$ cat config.mk
export PLATFORM = sky130hd
export DESIGN_NAME = ps2_key_ctrl
export DESIGN_NICKNAME = d
export VERILOG_FILES = /design/src/rtl/ps2_key_ctrl.sv
export SDC_FILE = /design/constraint.sdc
export NUM_CORES = 1
export LEC_CHECK = 0
export CAP_MARGIN = 20
export CORE_MARGIN = 5
export CORE_UTILIZATION = 40
export CTS_BUF_LIST = sky130_fd_sc_hd__clkbuf_8
export DETAILED_ROUTE_END_ITERATION = 10
export GPL_TIMING_DRIVEN = 0
export PLACE_DENSITY = 0.76
export SLEW_MARGIN = 30
export SYNTH_ARGS = -nofsm -noshare
export SYNTH_HDL_FRONTEND = slang
export SYNTH_SLANG_ARGS = --single-unit
export TNS_END_PERCENT = 5
$ cat constraint.sdc
create_clock -name clk -period 1.7 [get_ports clk]
set_input_delay 0.51 -clock clk [delete_from_list [all_inputs] [get_ports clk]]
set_output_delay 0.51 -clock clk [all_outputs]
set_load 0.005 [all_outputs]
$ cat src/rtl/ps2_key_ctrl.sv
// Pops PS/2 scan-code bytes from the receive FIFO, decodes make/break/E0 and tracks the held key.
// Key outputs update 2 edges after a byte is presented (one byte per 2 cycles); overflow flushes the FIFO.
module ps2_key_ctrl #(
  parameter int COUNT_W          = 8,
  parameter bit BLANK_ON_RELEASE = 1'b1
) (
  input  logic               clk,
  input  logic               clrn,
  input  logic               ready,
  input  logic [7:0]         data,
  input  logic               overflow,
  output logic               nextdata_n,
  output logic [7:0]         key_code,
  output logic               key_ext,
  output logic [COUNT_W-1:0] counts,
  output logic               pressed,
  output logic               disp_en
);
  localparam logic [1:0] IDLE   = 2'd0;
  localparam logic [1:0] DECODE = 2'd1;
  localparam logic [1:0] FLUSH  = 2'd2;
  localparam logic [7:0] BRK_CODE = 8'hF0;
  localparam logic [7:0] EXT_CODE = 8'hE0;

  logic [1:0] state;
  logic [7:0] byte_q;
  logic       brk_f;
  logic       ext_f;
  logic       same_key;

  assign same_key = (byte_q == key_code) && (ext_f == key_ext);

  // The pop strobe is decoded straight from the state register so it coincides with the cycle the
  // head byte is captured; gating with clrn keeps a reset cycle from consuming a byte.
  assign nextdata_n = ~(clrn & ready & (((state == IDLE) & ~overflow) | (state == FLUSH)));

  always_ff @(posedge clk or negedge clrn) begin
    if (!clrn) begin
      state    <= IDLE;
      byte_q   <= 8'h00;
      brk_f    <= 1'b0;
      ext_f    <= 1'b0;
      key_code <= 8'h00;
      key_ext  <= 1'b0;
      counts   <= '0;
      pressed  <= 1'b0;
      disp_en  <= 1'b0;
    end else begin
      case (state)
        IDLE: begin
          if (overflow) begin
            state <= FLUSH;
          end else if (ready) begin
            byte_q <= data;
            state  <= DECODE;
          end
        end
        DECODE: begin
          state <= IDLE;
          if (byte_q == BRK_CODE) begin
            brk_f <= 1'b1;
          end else if (byte_q == EXT_CODE) begin
            ext_f <= 1'b1;
          end else if (brk_f) begin
            // A break for any key other than the tracked one is dropped.
            if (same_key) begin
              pressed <= 1'b0;
              if (BLANK_ON_RELEASE) disp_en <= 1'b0;
            end
            brk_f <= 1'b0;
            ext_f <= 1'b0;
          end else if (pressed && same_key) begin
            ext_f <= 1'b0;
          end else begin
            key_code <= byte_q;
            key_ext  <= ext_f;
            pressed  <= 1'b1;
            disp_en  <= 1'b1;
            counts   <= counts + COUNT_W'(1);
            ext_f    <= 1'b0;
          end
        end
        FLUSH: begin
          if (!ready && !overflow) begin
            brk_f   <= 1'b0;
            ext_f   <= 1'b0;
            pressed <= 1'b0;
            if (BLANK_ON_RELEASE) disp_en <= 1'b0;
            state   <= IDLE;
          end
        end
        default: state <= IDLE;
      endcase
    end
  end

endmodule

==> impl_results.md, run 1 <==
* Status: complete, but fails checks
* Violated checks: negative setup slack
* Slew @ Worst Pin at 423.4 ps
* Placed insts at 202
* Setup tns final at -1496 ps
* WL/cell at 14.89 um
* Maxcap violations at 0
* Die area at 5134 sq um
* Highest-count cells in the layout ignoring fill and taps: 28 x dfrtp_1, 16 x dlygate4sd2_1, 13 x buf_4
* Initial Utilization at 41.52%
* Type of origin of the critical path: input pin
* Max Root-Sink Buffers at 2
* RD Place Congestion at 0.7729
* Worst EP required at 1190 ps
* Hold WC Path Type: in -> async
* Pin count of the biggest net entering global routing at 32
* CTS Hold Bufs at 0
* Mapped Cells at 123
* Share of the synthesized area in the top cell type at 49.38%
* GRT Residual Overflow at 0
* Die X at 71.65 um
* Layout cells sized above 1 at 31.98%
* Setup CP Type: in -> out
* Total GRT Usage at 13.65%
* Clock root buffer: clkbuf_8
* Drt initial violations at 48
* Fillers at 323
* Final Cycle Share at 109.3%
* Yosys top cell by area: dfrtp_1
* WL final at 3.275 mm
* Num CTS Buffers at 5
* CP arrival at 1350 ps
* Yosys cell types at 30
* Number of synthesized register bits at 30
* Synthesized area per cell at 12.36 sq um
* Final worst slack at -158.3 ps
* Final hold slack at 140.7 ps
* Hold violation count in the final report at 0
* Area Overhead vs Synth at 37.70%
* Cell Area, Synth at 1520 sq um
* DR vias/cell at 5.041
* PortBufs at 31
* CTS tree: yes
* Worst clock skew at 8.313 ps
* Sequential share of power at 36.6%
* Commonest non-fill, non-tap cell in the layout: dfrtp_1
* Synth warn at 0
* Syn nets at 139
* Pwr/cell area at 1751 nW/um^2
* Vias in the first global route at 1138
* First-pass GRT wire length at 5.395 mm
* Clk slew on worst S/H paths at 60 ps
* Via count at 1109
* P_leak at 1.037 nW
* IO Count at 32
* Post-DRT Antenna Nets at 0
* Antenna diodes at 0
* CP Capture Type: output port
* CTS sink cnt at 30
* Clock power frac at 15.7%
* FP Rows at 22
* Drt drc at 0
* Max VDD drop at 0.0007882 V
* Reg2reg path depth at 5
* Slew margin rel. at 71.56%
* Nets at 187
* Initial antenna violation count at 0
* Unrepaired setup endpoints after global routing: true
* Post-route insts no fill at 220
* Power Internal at 2.366 mW
* Final setup vio count at 12
* Core Area at 3661 sq um
* Fmax at 538.1 MHz
* Sw frac at 35.44%
* Die Ht at 71.65 um
* Synth top area cells: dfrtp_1 49%, mux2_4 8.9%, mux2_2 6.7%
* Final HPWL DP at 2.226 mm
* Crit Path Max Fanout at 5
* TritonRoute pass-1 iters at 4
* H-Tree Depth at 2
* Sw Pwr at 1.299 mW
* Slew Viols, Final at 0
* Logic gate share of total power at 47.7%
* Min cycle time layout at 1858 ps
* Clock Latency Late Sink at 280 ps
* Register area share after synthesis at 49.38%
worst max-delay path, cell delays in order:
cell and delay, ps:
clkdlybuf4s50_1 570, o211ai_1 120, buf_2 150
path summary, 6_finish.rpt:
kind                                             from                      end  slack [ps]
worst max-delay path                            ready               nextdata_n        -160
worst min-delay path                             clrn    counts[5]$_DFFE_PN0P_         140
worst max register to register  byte_q[7]$_DFFE_PN0P_  key_code[1]$_DFFE_PN0P_        -150
worst min register to register  counts[7]$_DFFE_PN0P_    counts[7]$_DFFE_PN0P_         460
max in group asynchronous                        clrn    counts[1]$_DFFE_PN0P_        1250
min in group clk                counts[7]$_DFFE_PN0P_    counts[7]$_DFFE_PN0P_         460
kinds of logic (layout without fill, tap and decap cells):
| group | Yosys count | after routing | share of synthesized area [%] |
|---|---|---|---|
| and+or+nand+nor | 34 | 34 | 13.09 |
| xor gates and xnor gates | 17 | 17 | 9.794 |
| muxes | 20 | 20 | 16.95 |
| AOI/OAI and AO/OA | 12 | 12 | 5.266 |
| DFF | 30 | 30 | 49.38 |
| buffers and inverters | 6 | 55 | 2.222 |
| adders and majority gates | 4 | 4 | 3.292 |
layout make-up:
type	instances	area (sq um)	share of cell area, %
plain buffers	2	18.77	0.8966
clock inverters	2	8.758	0.4184
repair buffers	41	362.8	17.33
multi-input cells	87	792.0	37.84
well taps	48	60.06	2.869
inverters	4	15.01	0.7173
clock buffers	6	82.58	3.945
flip-flops and latches	30	753.2	35.98
Yosys cell counts, drive strengths merged:
master	count
or3b	1
nor2b	3
mux2i	1
dfrtp	30
o211ai	2
nand3	3
and3	2
o21ai	5
a32o	2
xnor2	10
xor2	7
and2	1
and4b	1
nand2	8
nor4	2
nor3	5
buf	2
a21o	2
ha	4
a21oi	1
mux2	19
inv	4
nor2	4
nand2b	1
nand4	3
flip-flops by register name, summed over array words and instances (netlist names):
| register | count |
|---|---|
| brk_f | 1 |
| byte_q | 8 |
| counts | 8 |
| disp_en | 1 |
| ext_f | 1 |
| key_code | 8 |
| key_ext | 1 |
| state | 2 |
stage by stage:
| step | utilization [%] | power (mW) | worst slack, ps | area (sq um) |
|---|---|---|---|---|
| after floorplan | - | 2.317 | -65.08 | 1520 |
| after global placement | 51.64 | 2.866 | -1495 | 1891 |
| after detailed placement | 51.50 | 2.936 | -571.3 | 1886 |
| after CTS | 55.81 | 3.584 | -144.5 | 2043 |
| after global routing | 57.18 | 3.923 | -256.1 | 2093 |
| final | 57.18 | 3.665 | -158.3 | 2093 |
timing repair:
item / CTS / global route
pin swaps: 6 / 3
setup buffers: 7 / 2
setup endpoints to repair: 32 / 22
resized for setup: 33 / 9
cloned: 1 / 0
metal layers:
layer	track usage, %	up-vias	wire, um
met2	22.24	35	1625
li1	-	524	-
met4	4.384	0	41
met3	6.031	6	246
met1	16.12	544	1362
met5	0	-	0
power groups by stage:
| stage | registers, mW | clock network [mW] | logic, mW |
|---|---|---|---|
| 6_report | 1.34 | 0.575 | 1.75 |
| 5_1_grt | 1.39 | 0.626 | 1.90 |
| 4_1_cts | 1.34 | 0.586 | 1.65 |
| 3_5_place_dp | 1.35 | 0 | 1.59 |
| 3_3_place_gp | 1.33 | 0 | 1.54 |
| 2_1_floorplan | 1.28 | 0 | 1.03 |
No activity file was read; power rests on OpenSTA's default activity.
==> run 2, diff against run 1 <==
- ABC_CLOCK_PERIOD_IN_PS: unset -> 2200
- CTS_BUF_LIST: sky130_fd_sc_hd__clkbuf_8 -> unset
- PLACE_DENSITY: 0.76 -> 0.73
- clock period: 1.7 -> 2.2 ns (I/O delays scaled with it)
==> impl_results.md, run 2 (synthesis results as in run 1) <==
* Setup CP Type: reg -> out
* Worst reg-to-reg setup slack at 250 ps
* Slew @ Worst Pin at 438.9 ps
* Pin count of the biggest net entering global routing at 32
* Slew Viols, Final at 0
* Met1 Resource Use GR at 14.06%
* Crit Path Max Fanout at 3
* CTS sink cnt at 30
* Final setup vio count at 0
* Hold violation count in the final report at 0
* Busiest layer in global routing: met2
* Nets at 177
* Status: finished, final reports clean
* Clock Latency Late Sink at 280 ps
* RD Place Congestion at 0.7811
* Unrepaired setup endpoints after global routing: false
* PortBufs at 31
* Clk slew on worst S/H paths at 60 ps
* Worst EP required at 1540 ps
* Max VDD drop at 0.0006354 V
* Post-DRT Antenna Nets at 0
* TritonRoute pass-1 iters at 4
* Reg2reg path depth at 6
* Area Overhead vs Synth at 30.70%
* Util after Layout at 54.27%
* Maxcap violations at 0
* H-Tree Depth at 2
* Reg-to-Reg End: key_code[7]$_DFFE_PN0P_
* Slew margin rel. at 70.52%
* Max Root-Sink Buffers at 2
* Layout cells sized above 1 at 20.99%
* FF-to-FF Start: key_ext$_DFFE_PN0P_
* Critical Path Start: state[0]$_DFFE_PN0P_
* IO Count at 32
* Drt drc at 0
* DR vias/cell at 5.019
* Commonest non-fill, non-tap cell in the layout: dfrtp_1
* Drt initial violations at 28
* Worst clock skew at 6.062 ps
* CP Capture Type: output port
* Met3 usage at 6.311%
* WL/cell at 13.46 um
* FP Rows at 22
* Type of origin of the critical path: flip-flop
* CP arrival at 1420 ps
* Num CTS Buffers at 5
* Die Ht at 71.65 um
* Vias in the first global route at 1093
* Setup tns final at 0 ps
* Fmax at 479.9 MHz
* Final Cycle Share at 94.71%
* Biggest registers after layout: byte_q: 8 flops, counts: 8 flops, key_code: 8 flops
* Core Area at 3661 sq um
* Initial Utilization at 41.52%
* CTS Hold Bufs at 0
* First-pass GRT wire length at 4.926 mm
* Die X at 71.65 um
* Hold WC Path Type: in -> async
* Pwr/cell area at 1358 nW/um^2
* Final hold slack at 302.6 ps
* Worst slack at placement at -386.1 ps
* Die area at 5134 sq um
* Final worst slack at 116.3 ps
* Total GRT Usage at 12.18%
* P_leak at 0.8909 nW
* Via count at 1054
* Highest-count cells in the layout ignoring fill and taps: 30 x dfrtp_1, 27 x clkdlybuf4s50_1, 10 x xnor2_1
* Min cycle time layout at 2084 ps
* GRT Residual Overflow at 0
* Clock root buffer: clkbuf_8
* WL final at 2.826 mm
* Final HPWL DP at 2.116 mm
* CTS tree: yes
* Pwr Total at 2.698 mW
* Initial antenna violation count at 0
* M2 GR Usage at 19.29%
* Antenna diodes at 0
==> run 2: changes by cell type in the layout (fill, tap and decap cells not counted), moves of 2 or more <==
cell             before  now
buf_4                13    2
clkdlybuf4s50_1       9   27
dfrtp_1              28   30
dfrtp_2               2    0
dlygate4sd2_1        16    2
dlymetal6s2s_1        3    0
nor3_1                2    4
==> run 2: report_power, final <==
group | switching, mW | internal (mW)
registers | 0.251 | 0.773
logic | 0.458 | 0.767
clock network | 0.197 | 0.252
==> run 2: timing repair <==
| action | 4_1_cts | 5_1_grt |
|---|---|---|
| setup endpoints to repair | 1 | 1 |
| pin swaps | 0 | 0 |
| buffers inserted | 0 | 0 |
| gates resized for setup | 7 | 3 |
==> run 2: layout make-up <==
type	instances	area, sq um
tap	48	60.06
inverter	4	15.01
multi-input combinational	87	745.7
buffer	2	18.77
clock inverter	1	5.005
sequential	30	750.7
fill	330	1674
timing repair buffer	31	305.3
clock buffer	7	86.33
==> run 2: per-stage QoR <==
stage,area (sq um),instances
floorplan,1520,123
global placement,1891,202
detailed placement,1886,202
CTS,1981,210
global route,1987,210
finish,1987,210
==> run 2: worst max-delay path, stage by stage (launching register included) <==
cell	delay, ps
dfrtp_1	380
inv_2	60
ha_2	190
nor2b_4	130
o211ai_1	150
clkdlybuf4s15_1	230
==> run 2: metal layers <==
| metal | share of wire [%] | vias to the layer above |
|---|---|---|
| met5 | 0 | - |
| met4 | 1.3 | 0 |
| met3 | 8.0 | 5 |
| met2 | 47 | 27 |
| met1 | 44 | 517 |
| li1 | - | 505 |
==> run 2: worst max-delay path by stage <==
stage | end | slack (ps) | cells after the start
3_3_place_gp | nextdata_n | -1320 | 3
3_5_place_dp | nextdata_n | -390 | 4
5_1_grt | nextdata_n | 50 | 5
2_1_floorplan | counts[1]$_DFFE_PN0P_ | 430 | 6
6_report | nextdata_n | 120 | 5
4_1_cts | nextdata_n | 10 | 5
==> RTL edit (config.mk and constraints of run 1) <==
`COUNT_W`: 8 -> 6.
--- a/src/rtl/ps2_key_ctrl.sv
+++ b/src/rtl/ps2_key_ctrl.sv
@@ -3,3 +3,3 @@
 module ps2_key_ctrl #(
-  parameter int COUNT_W          = 8,
+  parameter int COUNT_W          = 6,
   parameter bit BLANK_ON_RELEASE = 1'b1
Ports: changed (resized counts); port bits go from 32 to 30. No check against the original RTL was run, so the function may have changed too.
==> RTL edit against run 1 <==
The flow still finishes with violations (negative setup slack); critical path type is now reg -> reg; cell count shrank 1.4%; routed wire length grew 1.5%; design area shrank 0.42%; sequential cell count shrank 2; total power grew 2.7%; critical endpoint is now key_code[1]; worst setup slack lost 0.030 ns; area after synthesis shrank 5.5%.
==> RTL edit: results (changes against run 1) <==
Worst setup path
  • WS Path Type: reg -> reg
  • Crit path largest cell delay: 0.44 ns (-0.13 ns)
  • CP delay by family, top: simple AND/OR/NAND/NOR gates
  • CP startpoint: ext_f

Synthesis
  • Distinct cell type count after synthesis: 31 (+3.3%)
  • Adder-Cell Fraction of Synth Area: 3.48% (+0.19 points)
  • Post-Synth XOR/XNOR Area: 9.15% (-0.65 points)
  • Post-synthesis mux area share: 17.2% (+0.21 points)
  • Synth Area in Compound Gates: 6.53% (+1.3 points)
  • Synth top cells by count: dfrtp_1 (28), xnor2_1 (13), mux2_2 (9), mux2_4 (9)
  • Syn_nets: 130 (-6.5%)
  • Sequential cell area fraction in the yosys report: 48.8% (-0.60 points)

Outcome
  • Status: complete, but fails checks
  • Failing checks: negative setup slack

Pwr
  • Power Combinational: 2.08 mW (+19%)
  • Clock group share of total power: 11.3% (-4.4 points)

Place
  • RePlAce Congestion: 0.763 (-1.3%)
  • Detailed placement HPWL: 2110 um (-5.2%)

Final layout
  • # fillers: 272 (-16%)
  • Layout cell share with drive strength beyond 1: 40.4% (+8.4 points)
  • Regs by FF count: byte_q (8), key_code (8), counts (6)

Drt
  • First-iteration detailed-routing DRC count: 42 (-13%)
  • Via count: 1112 (+0.27%)

Clock network
  • Post-CTS resize count: 31 (-6.1%)
  • Worst-path clk slew: 0.10 ns (+0.04 ns)
  • H-Tree Depth: 1 (-1)
  • CTS buffer count: 3 (-2)

GRT
  • Vias in the first global route: 1187 (+4.3%)
  • GRT Util Overall: 13.2% (-0.48 points)
  • First-pass GRT wire length: 5260 um (-2.4%)

STA
  • Endpoints failing setup: 15 (+3)
  • Final setup margin: -0.188 ns (-0.0300 ns)
  • Max-slew headroom: 74.1% (+2.5 points)
RTL edit: cell families (layout without fill, tap and decap cells):
kind of cell | after synthesis | after routing
DFF | 28 | 28
and+or+nand+nor | 26 | 26
muxes | 19 | 19
xor gates and xnor gates | 15 | 15
AOI/OAI and AO/OA | 13 | 13
buffers and inverters | 9 | 66
adders and majority gates | 4 | 4
RTL edit: per-layer routing:
metal  global-route usage (%)  part of all wire (%)
met3                     3.73                   6.9
met1                     14.6                    40
met5                        0                     0
met2                     23.8                    51
met4                     4.68                   1.6
RTL edit: worst paths after layout:
| kind | cells after the start | endpoint |
|---|---|---|
| min in group clk | 1 | counts[5] |
| max in group asynchronous | 1 | byte_q[4] |
| setup / recovery | 6 | key_code[1] |
| hold reg to reg | 1 | counts[5] |
| hold / removal | 1 | byte_q[0] |
| setup reg to reg | 6 | key_code[1] |
RTL edit: layout make-up:
type | instances | area, um2 | area share [%]
tap | 46 | 57.6 | 2.76
clock buffer | 4 | 55.1 | 2.64
sequential | 28 | 702 | 33.7
inverter | 7 | 26.3 | 1.26
buffer | 2 | 27.5 | 1.32
timing repair buffer | 53 | 442 | 21.2
multi-input combinational | 77 | 774 | 37.2
RTL edit: stage by stage:
| step | cells | setup slack, ns | hold slack, ns | instance area, um2 | TNS [ns] |
|---|---|---|---|---|---|
| floorplan | 114 | -0.0518 | 0.214 | 1440 | -0.466 |
| global placement | 189 | -1.30 | 0.458 | 1780 | -14.53 |
| detailed placement | 189 | -0.963 | 0.456 | 1780 | -6.40 |
| CTS | 212 | -0.162 | 0.148 | 1990 | -1.63 |
| global route | 217 | -0.234 | 0.153 | 2080 | -2.98 |
| finish | 217 | -0.188 | 0.131 | 2080 | -2.03 |
